==> src/rtl/mem_bus_master.sv <==
// Byte-addressed load/store front end for the 24-bit word memory: issues one or two
// registered address/data phase pairs per request and merges/extends load data.
module mem_bus_master #(
    parameter logic [21:0] IDLE_ADDR = 22'h000000
) (
    input  logic        clock,
    input  logic        resetlo,
    input  logic        req_valid,
    output logic        req_ready,
    input  logic [23:0] req_addr,
    input  logic [1:0]  req_size,
    input  logic        req_write,
    input  logic        req_signed,
    input  logic [31:0] req_wdata,
    output logic        resp_valid,
    output logic [31:0] resp_rdata,
    output logic [21:0] mem_address,
    output logic [31:0] mem_wdata,
    input  logic [31:0] mem_rdata,
    output logic [3:0]  mem_wmask,
    output logic        mem_wlo,
    output logic        mem_olo
);

    typedef enum logic [2:0] {
        S_IDLE = 3'd0,
        S_A1   = 3'd1,
        S_D1   = 3'd2,
        S_A2   = 3'd3,
        S_D2   = 3'd4
    } state_t;

    function automatic logic [2:0] size_to_nbytes(input logic [1:0] size);
        case (size)
            2'd0:    size_to_nbytes = 3'd1;
            2'd1:    size_to_nbytes = 3'd2;
            default: size_to_nbytes = 3'd4;
        endcase
    endfunction

    function automatic logic [7:0] byte_enables(input logic [2:0] nb, input logic [1:0] off);
        logic [7:0] base;
        case (nb)
            3'd1:    base = 8'h01;
            3'd2:    base = 8'h03;
            default: base = 8'h0F;
        endcase
        byte_enables = base << off;
    endfunction

    // Right-justify the addressed bytes of the two-word window, then extend to 32 bits.
    function automatic logic [31:0] load_extend(input logic [63:0] dw, input logic [1:0] off,
                                                input logic [2:0] nb, input logic sgn);
        logic [31:0] sh;
        sh = 32'(dw >> {off, 3'b000});
        case (nb)
            3'd1:    load_extend = {{24{sgn & sh[7]}}, sh[7:0]};
            3'd2:    load_extend = {{16{sgn & sh[15]}}, sh[15:0]};
            default: load_extend = sh;
        endcase
    endfunction

    state_t      state_q, state_d;
    logic        accept_s;
    logic        rd0_capture_s;
    logic [2:0]  req_nb_s;

    logic [23:0] addr_q;
    logic [2:0]  nb_q;
    logic        write_q;
    logic        signed_q;
    logic        split_q;
    logic [63:0] lanes_q;
    logic [7:0]  en_q;
    logic [31:0] rd0_q;

    logic        req_ready_q, req_ready_d;
    logic        resp_valid_q, resp_valid_d;
    logic [31:0] resp_rdata_q, resp_rdata_d;
    logic [21:0] mem_address_q, mem_address_d;
    logic [31:0] mem_wdata_q, mem_wdata_d;
    logic [3:0]  mem_wmask_q, mem_wmask_d;
    logic        mem_wlo_q, mem_wlo_d;
    logic        mem_olo_q, mem_olo_d;

    assign req_nb_s = size_to_nbytes(req_size);

    // Sequencer: next state and the next value of every registered output.
    always_comb begin
        state_d       = state_q;
        accept_s      = 1'b0;
        rd0_capture_s = 1'b0;
        req_ready_d   = 1'b0;
        resp_valid_d  = 1'b0;
        resp_rdata_d  = 32'h0000_0000;
        mem_address_d = IDLE_ADDR;
        mem_wdata_d   = 32'h0000_0000;
        mem_wmask_d   = 4'hF;
        mem_wlo_d     = 1'b1;
        mem_olo_d     = 1'b1;
        case (state_q)
            S_IDLE: begin
                if (req_valid) begin
                    accept_s      = 1'b1;
                    state_d       = S_A1;
                    mem_address_d = req_addr[23:2];
                    mem_wlo_d     = ~req_write;
                end else begin
                    req_ready_d   = 1'b1;
                end
            end
            S_A1: begin
                state_d = S_D1;
                if (write_q) begin
                    mem_wdata_d = lanes_q[31:0];
                    mem_wmask_d = ~en_q[3:0];
                end else begin
                    mem_olo_d   = 1'b0;
                end
            end
            S_D1: begin
                if (split_q) begin
                    state_d       = S_A2;
                    rd0_capture_s = 1'b1;
                    mem_address_d = addr_q[23:2] + 22'd1;
                    mem_wlo_d     = ~write_q;
                end else begin
                    state_d       = S_IDLE;
                    req_ready_d   = 1'b1;
                    resp_valid_d  = 1'b1;
                    resp_rdata_d  = write_q ? 32'h0000_0000
                                  : load_extend({32'h0000_0000, mem_rdata}, addr_q[1:0], nb_q, signed_q);
                end
            end
            S_A2: begin
                state_d = S_D2;
                if (write_q) begin
                    mem_wdata_d = lanes_q[63:32];
                    mem_wmask_d = ~en_q[7:4];
                end else begin
                    mem_olo_d   = 1'b0;
                end
            end
            S_D2: begin
                state_d      = S_IDLE;
                req_ready_d  = 1'b1;
                resp_valid_d = 1'b1;
                resp_rdata_d = write_q ? 32'h0000_0000
                             : load_extend({mem_rdata, rd0_q}, addr_q[1:0], nb_q, signed_q);
            end
            default: begin
                state_d     = S_IDLE;
                req_ready_d = 1'b1;
            end
        endcase
    end

    // State and output registers; reset forces the idle bus values.
    always_ff @(posedge clock or negedge resetlo) begin
        if (!resetlo) begin
            state_q       <= S_IDLE;
            req_ready_q   <= 1'b1;
            resp_valid_q  <= 1'b0;
            resp_rdata_q  <= 32'h0000_0000;
            mem_address_q <= IDLE_ADDR;
            mem_wdata_q   <= 32'h0000_0000;
            mem_wmask_q   <= 4'hF;
            mem_wlo_q     <= 1'b1;
            mem_olo_q     <= 1'b1;
        end else begin
            state_q       <= state_d;
            req_ready_q   <= req_ready_d;
            resp_valid_q  <= resp_valid_d;
            resp_rdata_q  <= resp_rdata_d;
            mem_address_q <= mem_address_d;
            mem_wdata_q   <= mem_wdata_d;
            mem_wmask_q   <= mem_wmask_d;
            mem_wlo_q     <= mem_wlo_d;
            mem_olo_q     <= mem_olo_d;
        end
    end

    // Request latch: lanes and enables are pre-shifted once at accept time.
    always_ff @(posedge clock or negedge resetlo) begin
        if (!resetlo) begin
            addr_q   <= 24'h00_0000;
            nb_q     <= 3'd4;
            write_q  <= 1'b0;
            signed_q <= 1'b0;
            split_q  <= 1'b0;
            lanes_q  <= 64'h0;
            en_q     <= 8'h00;
        end else if (accept_s) begin
            addr_q   <= req_addr;
            nb_q     <= req_nb_s;
            write_q  <= req_write;
            signed_q <= req_signed;
            split_q  <= (({2'b00, req_addr[1:0]} + {1'b0, req_nb_s}) > 4'd4);
            lanes_q  <= {32'h0000_0000, req_wdata} << {req_addr[1:0], 3'b000};
            en_q     <= byte_enables(req_nb_s, req_addr[1:0]);
        end
    end

    // Low word of a split load, held until the second data phase completes.
    always_ff @(posedge clock or negedge resetlo) begin
        if (!resetlo) begin
            rd0_q <= 32'h0000_0000;
        end else if (rd0_capture_s) begin
            rd0_q <= mem_rdata;
        end
    end

    assign req_ready   = req_ready_q;
    assign resp_valid  = resp_valid_q;
    assign resp_rdata  = resp_rdata_q;
    assign mem_address = mem_address_q;
    assign mem_wdata   = mem_wdata_q;
    assign mem_wmask   = mem_wmask_q;
    assign mem_wlo     = mem_wlo_q;
    assign mem_olo     = mem_olo_q;

endmodule

==> config.mk <==
export PLATFORM = sky130hd
export DESIGN_NAME = mem_bus_master
export DESIGN_NICKNAME = d
export VERILOG_FILES = /design/src/rtl/mem_bus_master.sv
export SDC_FILE = /design/constraint.sdc
export NUM_CORES = 1
export LEC_CHECK = 0
export ABC_AREA = 1
export CELL_PAD_IN_SITES_DETAIL_PLACEMENT = 0
export CELL_PAD_IN_SITES_GLOBAL_PLACEMENT = 1
export CORE_ASPECT_RATIO = 1.2
export CORE_MARGIN = 8
export CORE_UTILIZATION = 39
export CTS_CLUSTER_DIAMETER = 200
export CTS_CLUSTER_SIZE = 24
export DETAILED_ROUTE_END_ITERATION = 16
export HOLD_SLACK_MARGIN = 0.08
export PLACE_DENSITY_LB_ADDON = 0.1
export SETUP_SLACK_MARGIN = 0.2
export SYNTH_ARGS = -nofsm -noshare
export SYNTH_HDL_FRONTEND = slang
export SYNTH_SLANG_ARGS = --single-unit
export TNS_END_PERCENT = 1
==> constraint.sdc <==
create_clock -name clock -period 1.7 [get_ports clock]
set_input_delay 0.255 -clock clock [delete_from_list [all_inputs] [get_ports clock]]
set_output_delay 0.255 -clock clock [all_outputs]
set_load 0.05 [all_outputs]
## After elaboration in Yosys (flattened, before gate mapping)

Index checks and enable logic that the tools add are counted.

| word-level totals | value |
|---|---|
| bits in registers | 231 |
| input port bits | 95 |
| output and inout bits | 94 |
| logic and storage cells | 79 |

| operators by class | value |
|---|---|
| add/sub/neg operators | 2 |
| $lt $le $gt $ge | 1 |
| eq/ne operators | 10 |
| shift-type cells | 4 |
| mux-type cells | 34 |
| bitwise gates (word level) | 8 |
| reduce and logical (&&, ||, !) cells | 3 |

Operators with widths:

| cell | count |
|---|---|
| 32-bit one-hot mux with 2 select lines | 4 |
| 32-bit 2-to-1 mux | 5 |
| 32-bit by 5-bit left shift with 64-bit output | 1 |
| 64-bit by 5-bit right shift with 32-bit output | 1 |
| 22-bit 2-to-1 mux | 2 |
| 22-bit one-hot mux with 2 select lines | 1 |
| 32-bit by 5-bit right shift with 32-bit output | 1 |
| 22-bit by 1-bit adder with 22-bit output (second input constant) | 1 |
| 4-bit one-hot mux with 2 select lines | 2 |
| 3-bit by 2-bit == test with 1-bit output (second input constant) | 4 |
| 3-bit one-hot mux with 4 select lines | 1 |
| 1-bit 2-to-1 mux | 10 |
| 3-bit by 1-bit == test with 1-bit output (second input constant) | 3 |
| 4-bit 2-to-1 mux | 2 |
| 8-bit 2-to-1 mux | 1 |
| 4-bit inverter | 2 |
| 8-bit by 2-bit left shift with 8-bit output | 1 |
| 3-bit one-hot mux with 2 select lines | 1 |
| 2-bit by 3-bit adder with 4-bit output | 1 |
| 1-bit bitwise AND | 4 |
| 4-bit by 3-bit > comparator with 1-bit output (second input constant) | 1 |
| 1-bit one-hot mux with 2 select lines | 2 |
| 3-bit == test (second input constant) | 1 |
| 3-bit logical NOT | 1 |
| 8 further kinds | 9 |

## Logic depth before layout (Yosys ltp)

Gate-level depths: netlist of run 1.

| depth | value |
|---|---|
| depth in word-level cells | 6 |
| gate-level depth with buffers | 10 |

## Worst setup path before layout of run 1

OpenSTA, ideal clock, no wires.

| path | value |
|---|---|
| path type | input -> register |
| start | input port req_size[1] |
| end | register split_q |
| library setup time | 0.082 ns |
| arrival | 1.365 ns |
| required time | 1.618 ns |
| setup slack | 0.254 ns |
| stages | 8 |
| cells stage by stage | inv_1 -> nand2_1 -> inv_1 -> ha_1 -> fa_1 -> xor2_1 -> o21ai_0 -> a31oi_1 |

| on the way | value |
|---|---|
| word-level cells in the longest chain between the ends | 4 |
| elaborated cells between the ends (all ways) | 5 |
| those cells by class | 1 x add/sub; 1 x order compare; 1 x eq/ne; 1 x mux; 1 x reduce/logical |

RTL lines:

| what | RTL line | RTL |
|---|---|---|
| from (decl) | 11 | `input logic [1:0] req_size,` |
| 2-bit by 1-bit == test with 1-bit output or 2-bit logical NOT (tied branches) | 34 | `case (size)` |
| 3-bit one-hot mux with 2 select lines * | 34 |  |
| named net req_nb_s[0] | 66 | `logic [2:0] req_nb_s;` |
| 2-bit by 3-bit adder with 4-bit output * | 198 | `split_q <= (({2'b00, req_addr[1:0]} + {1'b0, req_nb_s}) > 4'd4);` |
| 4-bit by 3-bit > comparator with 1-bit output * | 198 |  |
| to (signal assigned) | 198 |  |
| to (decl) | 72 | `logic split_q;` |

Mark *: on every way through the listed nets, which the timed path passes. The rest lies on a longest branch.
A chain may end at the register's enable or synchronous reset.

## Worst setup path after layout of run 1

| path | value |
|---|---|
| start | register addr_q[0] |
| end | register resp_rdata_q[10] (netlist: resp_rdata[10]) |

| on the way | value |
|---|---|
| word-level cells in the longest chain between the ends | 6 |
| elaborated cells between the ends (all ways) | 10 |
| those cells by class | 2 x shift; 6 x mux; 2 x bitwise |

RTL lines:

| what | RTL line | RTL |
|---|---|---|
| from (decl) | 68 | `logic [23:0] addr_q;` |
| from (signal assigned) | 194 | `addr_q <= req_addr;` |
| 32-bit by 5-bit right shift with 32-bit output | 55 | `sh = 32'(dw >> {off, 3'b000});` |
| 1-bit bitwise AND | 57 | `3'd1: load_extend = {{24{sgn & sh[7]}}, sh[7:0]};` |
| 32-bit one-hot mux with 2 select lines | 56 | `case (nb)` |
| 32-bit 2-to-1 mux | 131 | `resp_rdata_d = write_q ? 32'h0000_0000` |
| 32-bit 2-to-1 mux | 122 | `if (split_q) begin` |
| 32-bit one-hot mux with 2 select lines * | 101 | `case (state_q)` |
| named net resp_rdata_d[10] | 79 | `logic [31:0] resp_rdata_q, resp_rdata_d;` |
| to (signal assigned) | 174 | `resp_rdata_q <= resp_rdata_d;` |
| to (decl) | 79 |  |

Marked as above.

==> results_dict.tcl, run 1 <==
set metrics [dict create \
    grt_remaining_overflow 0 \
    synth_area_um2 11130 \
    cpMaxStageDelayCell "dfrtp_2" \
    dieArea_um2 34230 \
    worstSetupPathType "reg -> reg" \
    first_iter_violations 555 \
    synth_cell_types 38 \
    p_seq_frac 0.332 \
    vias 10320 \
    coreArea_um2 28000 \
    leakagePower_nw 7.224 \
    critical-path-max-stage-delay_ps 500 \
    intPower_mw 13.61 \
    synthCells 1414 \
    min_period_over_period 0.9449 \
    cap_violations 0 \
    die_x_um 170.2 \
    antenna_found_initial 0 \
    yosys_most_used_dff "dfrtp_1" \
    worstHoldPathType "in -> async" \
    startpoint_type "register" \
    cp_cell_sequence "buf_4 > nand2_1 > o21ai_4 > nand2_2 > nand3_4 > buf_12 > o21ai_1 > nand2_1 > nand2_1" \
    grt_setup_unrepaired "true" \
    peakVddDrop_mv 1.118 \
    finalClockSkew_ps 35.07 \
    synth.avg_cell_area_um2 7.874 \
    clk_pin_slew_ps 120 \
    chipHeight_um 201.1 \
    setup.worst_path.end_class "register" \
    clkSinkCount 222 \
    place_hpwl_um 27070 \
    detailedPlace.worstSlack_ps -344.7 \
    grt_pass1_wl_um 60310 \
    fin_setup_tns_ps 0 \
    seqCellArea_um2 5567 \
    p_per_area_nw_per_um2 1741 \
    drt_first_pass_iters 5 \
    path_max_fanout 7 \
    synth_edf_count 0 \
    p_sw_mw 11.73 \
    slew_headroom 0.7368 \
    finalWorstPathRequiredPeriod_ps 1606 \
    multiInputGateArea_um2 4746 \
    fin_cells 2038 \
    cts-root-buf "clkbuf_16" \
    clkLatencyLatePin_ps 510 \
    status "complete, no violations" \
    final_antenna_net_count 0 \
    wirelength_um 37880 \
    start_util 0.3976 \
    gp_congestion 0.9263 \
    ys_ff_latch 222 \
    drv_slew 0 \
    yosys_warnings 0 \
    io_buffers 188 \
    cts_tree "yes" \
    cts_buffers 13 \
    viasPerCell 5.062 \
    ctsHtreeMaxLevel 1 \
    cp_data_arrival_time_ps 2070 \
    fin_ws_ps 93.59 \
    drive_gt1_frac 0.1766 \
    p_sw_frac 0.4630 \
    syn-num-nets 1515 \
    std_cell_rows 67 \
    p_clk_frac 0.133 \
    final_cell_mix "464 x nand2_1, 213 x dfrtp_1, 169 x buf_4" \
    reg2reg_depth 9 \
    io_pins 189 \
    finalSetupViolCount 0 \
    clk_path_buf_depth 3 \
    layout.nets 1754 \
    fill_cells 2813 \
    final_common_cell "nand2_1" \
    wire_per_inst_um 18.58 \
    area_delta_synth_final_pct 30.75 \
    grt_pass1_vias 10990 \
    worstPathRequired_ps 2160 \
    worst_slew_pin_slew_ps 390.7 \
    grt_usage 0.2222 \
    hold_viol_final 0 \
    n_antenna_cell 0 \
    combPwrFrac 0.535 \
    max_freq_mhz 622.5 \
    drc_errors 0 \
    async_flop_share 1.000 \
    grt_max_degree 59 \
    dp.cells 2002 \
    path_common_cell "nand2_1" \
    ys_seq_area_frac 0.4999 \
]
area by class of cell:
cell class | instances | share of cell area
Sequential cell | 222 | 0.3824
Clock inverter | 2 | 0.001977
Multi-Input combinational cell | 991 | 0.3260
Timing Repair Buffer | 302 | 0.2007
Inverter | 123 | 0.03240
Clock buffer | 19 | 0.02390
Tap cell | 379 | 0.03258
state kept, by name, indices dropped and copies added, names as in the netlist, 4 cells and up:
| register | cells |
|---|---|
| addr_q | 24 |
| lanes_q | 56 |
| mem_address | 22 |
| mem_wmask | 4 |
| mem_wdata | 32 |
| en_q | 7 |
| rd0_q | 32 |
| resp_rdata | 32 |
power by group through the flow:
| stage | combinational [mW] | sequential (mW) | clock, mW |
|---|---|---|---|
| 2_1_floorplan | 6.51 | 10.1 | 0 |
| 3_3_place_gp | 12.7 | 8.48 | 0 |
| 3_5_place_dp | 12.8 | 8.50 | 0 |
| 4_1_cts | 13.5 | 8.40 | 3.49 |
| 5_1_grt | 14.8 | 8.64 | 3.63 |
| 6_report | 13.6 | 8.41 | 3.38 |
cell families after synthesis:
logic type      count (synthesis)  share of synthesized area
xor+xnor                        3                   0.002361
fa+ha+maj                       6                   0.007417
compound gates                295                     0.1472
simple gates                  683                     0.2559
flops                         222                     0.4999
buf+inv                       205                    0.08721
per-layer routing:
layer	up-vias	GRT usage	share of wire	routed length [µm]
met5	-	0	0	0
met4	0	0.07782	0.036	1373
met3	63	0.03325	0.050	1907
met2	285	0.4030	0.52	19700
met1	4925	0.2596	0.39	14890
li1	5043	-	-	-
repair_timing:
action,4_1_cts,5_1_grt
gates cloned,6,1
resized for setup,36,15
buffers inserted,7,0
hold buffers,1,0
pin swaps,8,3
setup endpoints to repair,61,164
hold endpoints to repair,219,0
cell usage after synthesis (6+ instances only):
cell      count  area [µm²]
o31ai_1      13       97.59
o211ai_1      8       60.06
buf_6        18       202.7
o21ai_1      44       220.2
inv_1       114       427.9
a21oi_1      47       235.2
dfrtp_1     214        5355
o21ai_0     132       660.6
nand3_1      82       410.4
nand2_1     468        1757
buf_2        33       165.2
inv_2         8       30.03
o21ai_2       7       61.31
buf_4         6       45.04
nor2_1       98       367.9
o22ai_1      32       200.2
dfstp_2       8       210.2
clkbuf_1     24       90.09
a22o_1        7       61.31
nor3_1        6       30.03
metrics by stage:
stage / total power [mW] / hold WS (ps) / cell area (µm²) / util
global placement: 21.21 / 172.1 / 13800 / 0.4930
global route: 27.06 / 236.6 / 14560 / 0.5199
CTS: 25.41 / 221.1 / 14500 / 0.5177
detailed placement: 21.31 / 171.1 / 13800 / 0.4930
floorplan: 16.56 / -40.59 / 11130 / -
finish: 25.34 / 225.5 / 14560 / 0.5199
final timing paths:
path	endpoint	slack (ps)	start
setup / recovery	resp_rdata[10]	90	addr_q[0]
hold / removal	resp_rdata[1]	230	resetlo
max in group asynchronous	nb_q[2]	780	resetlo
setup reg to reg	resp_rdata[10]	90	addr_q[0]
min in group clock	addr_q[2]	310	req_addr[2]
hold reg to reg	mem_wmask[1]	450	en_q[1]
worst max-delay path: cells and delay by family, from the launching register on:
kind                   cells  cell delay, ps
DFF                        1             500
and+or+nand+nor            5             520
buffers and inverters      2             390
AOI/OAI and AO/OA          2             150
Power figures use the tool's default switching activity.
==> inputs of run 2 (changes only) <==
ABC_CLOCK_PERIOD_IN_PS = 1700   (was not set)
==> results of run 2 <==
Final layout, timing and power as in run 1 (identical DEF).
